## src/rtl/zero_detector_pkg.sv

```systemverilog
// Shared dual-rail (NULL convention) encoding and rail-pair helpers for the
// zero detector. A rail pair is packed as {t, f}.
package zero_detector_pkg;

   localparam logic [1:0] RAIL_NULL = 2'b00;
   localparam logic [1:0] RAIL_D0   = 2'b01;
   localparam logic [1:0] RAIL_D1   = 2'b10;
   localparam logic [1:0] RAIL_ILL  = 2'b11;

   localparam int unsigned NUM_PAIRS = 4;

   // Output register tracks which wavefront it currently presents.
   typedef enum logic {
      ST_NULL = 1'b0,
      ST_DATA = 1'b1
   } out_state_e;

   function automatic logic is_data(input logic [1:0] pair);
      return (pair == RAIL_D0) || (pair == RAIL_D1);
   endfunction

   function automatic logic is_null(input logic [1:0] pair);
      return (pair == RAIL_NULL);
   endfunction

   function automatic logic is_one(input logic [1:0] pair);
      return (pair == RAIL_D1);
   endfunction

   function automatic logic is_illegal(input logic [1:0] pair);
      return (pair == RAIL_ILL);
   endfunction

endpackage

```

## src/rtl/zero_detector_dr_pair_classify.sv

```systemverilog
// Classifies one dual-rail pair into data / null / one / illegal flags.
module dr_pair_classify
   import zero_detector_pkg::*;
(
   input  logic rail_t,
   input  logic rail_f,
   output logic data_o,
   output logic null_o,
   output logic one_o,
   output logic ill_o
);

   logic [1:0] pair_s;

   assign pair_s = {rail_t, rail_f};

   // Decode the pair through the shared encoding helpers.
   always_comb begin
      data_o = is_data(pair_s);
      null_o = is_null(pair_s);
      one_o  = is_one(pair_s);
      ill_o  = is_illegal(pair_s);
   end

endmodule

```

## src/rtl/zero_detector.sv

```systemverilog
// Clocked dual-rail 4-input zero detector: completion detection, NULL/DATA
// alternation with hysteresis, registered dual-rail zero flag and a sticky
// illegal-encoding flag.
module zero_detector
   import zero_detector_pkg::*;
(
   input  logic clk,
   input  logic rst,
   input  logic E1_t,
   input  logic E1_f,
   input  logic E2_t,
   input  logic E2_f,
   input  logic E3_t,
   input  logic E3_f,
   input  logic E4_t,
   input  logic E4_f,
   output logic zero_t,
   output logic zero_f,
   output logic complete,
   output logic illegal
);

   logic [NUM_PAIRS-1:0] rail_t_s;
   logic [NUM_PAIRS-1:0] rail_f_s;
   logic [NUM_PAIRS-1:0] data_s;
   logic [NUM_PAIRS-1:0] null_s;
   logic [NUM_PAIRS-1:0] one_s;
   logic [NUM_PAIRS-1:0] ill_s;

   logic all_data_s;
   logic all_null_s;
   logic any_one_s;
   logic any_ill_s;

   out_state_e state_q, state_d;
   logic       zero_t_q, zero_t_d;
   logic       zero_f_q, zero_f_d;
   logic       complete_q, complete_d;
   logic       illegal_q, illegal_d;

   // E1 is the MSB of the input code.
   assign rail_t_s = {E1_t, E2_t, E3_t, E4_t};
   assign rail_f_s = {E1_f, E2_f, E3_f, E4_f};

   for (genvar i = 0; i < NUM_PAIRS; i++) begin : g_pair
      dr_pair_classify u_classify (
         .rail_t (rail_t_s[i]),
         .rail_f (rail_f_s[i]),
         .data_o (data_s[i]),
         .null_o (null_s[i]),
         .one_o  (one_s[i]),
         .ill_o  (ill_s[i])
      );
   end

   assign all_data_s = &data_s;
   assign all_null_s = &null_s;
   assign any_one_s  = |one_s;
   assign any_ill_s  = |ill_s;

   // Next-state: an illegal pair freezes the output; otherwise a NULL output
   // only accepts a complete DATA set and a DATA output only accepts all-NULL.
   always_comb begin
      state_d    = state_q;
      zero_t_d   = zero_t_q;
      zero_f_d   = zero_f_q;
      complete_d = complete_q;
      illegal_d  = illegal_q | any_ill_s;

      if (any_ill_s) begin
         state_d = state_q;
      end else begin
         case (state_q)
            ST_NULL: begin
               if (all_data_s) begin
                  state_d    = ST_DATA;
                  zero_t_d   = ~any_one_s;
                  zero_f_d   = any_one_s;
                  complete_d = 1'b1;
               end else begin
                  state_d = ST_NULL;
               end
            end
            ST_DATA: begin
               if (all_null_s) begin
                  state_d    = ST_NULL;
                  zero_t_d   = 1'b0;
                  zero_f_d   = 1'b0;
                  complete_d = 1'b0;
               end else begin
                  state_d = ST_DATA;
               end
            end
            default: begin
               state_d    = ST_NULL;
               zero_t_d   = 1'b0;
               zero_f_d   = 1'b0;
               complete_d = 1'b0;
            end
         endcase
      end
   end

   // Output and state registers with synchronous reset taking priority.
   always_ff @(posedge clk) begin
      if (rst) begin
         state_q    <= ST_NULL;
         zero_t_q   <= 1'b0;
         zero_f_q   <= 1'b0;
         complete_q <= 1'b0;
         illegal_q  <= 1'b0;
      end else begin
         state_q    <= state_d;
         zero_t_q   <= zero_t_d;
         zero_f_q   <= zero_f_d;
         complete_q <= complete_d;
         illegal_q  <= illegal_d;
      end
   end

   assign zero_t   = zero_t_q;
   assign zero_f   = zero_f_q;
   assign complete = complete_q;
   assign illegal  = illegal_q;

endmodule

```

## config.mk

```make
export PLATFORM = sky130hd
export DESIGN_NAME = zero_detector
export DESIGN_NICKNAME = d
export VERILOG_FILES = /design/src/rtl/zero_detector_pkg.sv /design/src/rtl/zero_detector_dr_pair_classify.sv /design/src/rtl/zero_detector.sv
export SDC_FILE = /design/constraint.sdc
export NUM_CORES = 1
export LEC_CHECK = 0
export ABC_AREA = 1
export CAP_MARGIN = 0
export CORE_AREA = 8 8 45 47
export DETAILED_ROUTE_END_ITERATION = 8
export DIE_AREA = 0 0 53 55
export SETUP_SLACK_MARGIN = 0.4
export SYNTH_ARGS = -nofsm -noshare
export SYNTH_HDL_FRONTEND = slang
export SYNTH_HIERARCHICAL = 1
export SYNTH_SLANG_ARGS = --single-unit
```

## constraint.sdc

```tcl
create_clock -name clk -period 2.77 [get_ports clk]
set_input_delay 0.277 -clock clk [delete_from_list [all_inputs] [get_ports clk]]
set_output_delay 0.277 -clock clk [all_outputs]
set_load 0.03 [all_outputs]
```

==> run_results.csv <==
group,metric,value,unit
global_routing,grt_pass1_vias,329,
timing,finClkSkew,1.640,ps
drt,wire_per_inst,8.245,µm
global_routing,grt_use_met2,9.570,%
place,routabilityCongestion,0.7147,
yosys,yosysTopAreaCell,"ha_1",
critical_path,crit_family,"buffers and inverters",
clock_network,root_buffer,"clkbuf_4",
job,drv_cap,0,
timing,hold_violations,0,
floorplan,die_area,2915,µm²
critical_path,required,2490,ps
floorplan,ioPinCount,14,
timing,timing.hold.ws,459.9,ps
power,p_total,0.2071,mW
drt,vias_per_cell,3.894,
clock_network,post-cts-setup-buffer-count,0,
yosys,synthTopCellsByCount,"inv_1 (15), ha_1 (12), nand2_1 (12)",
yosys,ys_warn_count,6,
floorplan,core_area,1384,µm²
floorplan,die_h,55,µm
floorplan,initial_core_util,32.28,%
critical_path,start_kind,"register",
final_layout,final_cells,94,
timing,final-setup-viol-count,0,
floorplan,die_w,53,µm
power,pwr-share-comb,24.9,%
yosys,synthCells,61,
clock_network,cts_tree,"yes",
yosys,synth_nets,83,
drt,first_pass_iters,4,
global_routing,grt_max_degree,6,
drt,wl,775,µm
final_layout,drive_gt1_share,10.26,%
floorplan,row_count,14,
final_layout,final_core_util,45.03,%
drt,vias,366,
yosys,syn_area,446.7,µm²
timing,rsz0062_at_grt,"false",
global_routing,grt_use_met3,4.278,%
clock_network,ctsHtreeMaxLevel,1,
power,p_int,0.1546,mW
clock_network,clock-sinks,5,
final_layout,diodes,0,
yosys,synth.distinct_cells,15,
critical_path,endpoint_kind,"primary output",
critical_path,cp_max_fo,2,
critical_path,worst-setup-path-type,"reg2out",
global_routing,antenna_found_initial,0,
yosys,synth_edf_count,0,
drt,drt_iter0_markers,3,
critical_path,critPathArrivalTime,1240,ps
clock_network,clk_pin_slew,40,ps
clock_network,cts_made_buffers,3,
power,leakage,0.3170,nW
yosys,synth_ff_type,"dfxtp_1",
power,power.clock.fraction,38.4,%
status,status,"finished clean",
place,dpl.cell_count,90,
timing,worst_pin_slew,308.2,ps
timing,drv_slew,0,
final_layout,finalInstanceArea,623.1,µm²
place,hpwl,715.3,µm
hold_path,hp-class,"reg2reg",
place,port_buffers,13,
clock_network,cts_resized,0,
global_routing,gr-usage-all-layers,6.008,%
final_layout,n_fill_cell,148,
global_routing,grt-busiest-layer,"met2",
critical_path,crit_chain,"clkdlybuf4s50_1",
timing,fin_crit_sh,54.89,%
yosys,yosysSeqAreaShare,22.41,%
timing,period_needed,1521,ps
final_layout,nets,101,
power,power_density,332.4,nW/µm²
yosys,synth_top_area_share,33.61,%
clock_network,worstSkewPairLatency,230,ps
final_layout,area_growth,39.50,%
power,p_seq_share,36.7,%
power,p_sw_share,25.37,%
drt,drc,0,
yosys,synth_area_per_cell,7.323,µm²
critical_path,cpMaxStageDelayCell,"clkdlybuf4s50_1",
clock_network,clockBufferDepth,2,
yosys,async_flop_share,0,%
yosys,ys_seq_elements,5,
global_routing,met1_usage,6.373,%
critical_path,slowest_delay,680,ps
clock_network,cts_hold_buf,0,
global_routing,grt_first_pass_wirelength,1.276,mm
yosys,netlist_top_cells_area,"ha_1 (34%), dfxtp_1 (22%), inv_1 (13%)",
timing,layout_setup_ws,1249,ps
timing,setup_tns,0,ps
critical_path,cp.buffers_inverters,1,
timing,fmax,0.6577,GHz
place,placed_area,596.8,µm²
power,switching_power,0.05253,mW
power,vdd_ir_drop_max,248.4,µV
timing,slew_headroom,79.39,%
yosys,synth.most_common_cell,"inv_1",
drt,ant_nets,0,
global_routing,grt-ovfl-total,0,
place,dp_slack,1062,ps
[final timing paths]
path              slack, ps  depth (start not counted)     from  endpoint
setup / recovery       1250                          1   zero_t    zero_t
hold / removal          460                          2  illegal   illegal
setup reg to reg       1920                          6  state_q    zero_t
hold reg to reg         460                          2  illegal   illegal
[worst reg2reg max path: cells and delay by family (launching register included)]
family | cells | cell delay [ps]
AND/OR/NAND/NOR | 5 | 390
AO/OA/AOI/OAI | 1 | 50
flip-flops | 1 | 310
[cells in the final DEF (no fill, tap or decap)]
| cell | instances |
|---|---|
| clkbuf_4 | 3 |
| dfxtp_1 | 5 |
| clkinv_1 | 1 |
| ha_1 | 12 |
| a21oi_2 | 1 |
| inv_1 | 15 |
| o21bai_1 | 1 |
| nand2_1 | 12 |
| clkinv_2 | 1 |
| a21oi_1 | 3 |
| clkdlybuf4s50_1 | 13 |
| nand3b_1 | 1 |
| clkbuf_1 | 1 |
| nor2_1 | 4 |
| nor2_2 | 1 |
| nand3_1 | 2 |
| nand3_2 | 1 |
| nand2_2 | 1 |
[metal layers]
layer	vias up	wire, µm
li1	214	-
met1	145	367
met2	7	369
met3	0	38
met4	0	0
met5	-	0
[power by group through the flow]
| stage | registers [mW] | logic [mW] | clock network (mW) |
|---|---|---|---|
| after floorplan | 0.0810 | 0.0236 | 0 |
| after global placement | 0.0771 | 0.0516 | 0 |
| after detailed placement | 0.0772 | 0.0524 | 0 |
| after CTS | 0.0760 | 0.0527 | 0.0829 |
| after global routing | 0.0759 | 0.0589 | 0.0936 |
| final | 0.0759 | 0.0516 | 0.0796 |
[sequential cells by signal, summed over array words and instances (netlist names)]
signal    cells
zero_t        1
zero_f        1
state_q       1
illegal       1
complete      1
[layout make-up]
cell class                      count  area, µm²  area share (%)
Multi-Input combinational cell     39      281.5           45.18
Timing Repair Buffer               13      130.1           20.88
Sequential cell                     5      100.1           16.06
Inverter                           17      65.06           10.44
Clock buffer                        4      26.28           4.217
Tap cell                           16      20.02           3.213
[cell families after synthesis]
group	share of synthesized area, %
DFF	22.41
and+or+nand+nor	22.41
buffers and inverters	14.56
adders and majority gates	33.61
AOI/OAI and AO/OA	7.003
No activity file was read; power rests on OpenSTA's default activity.
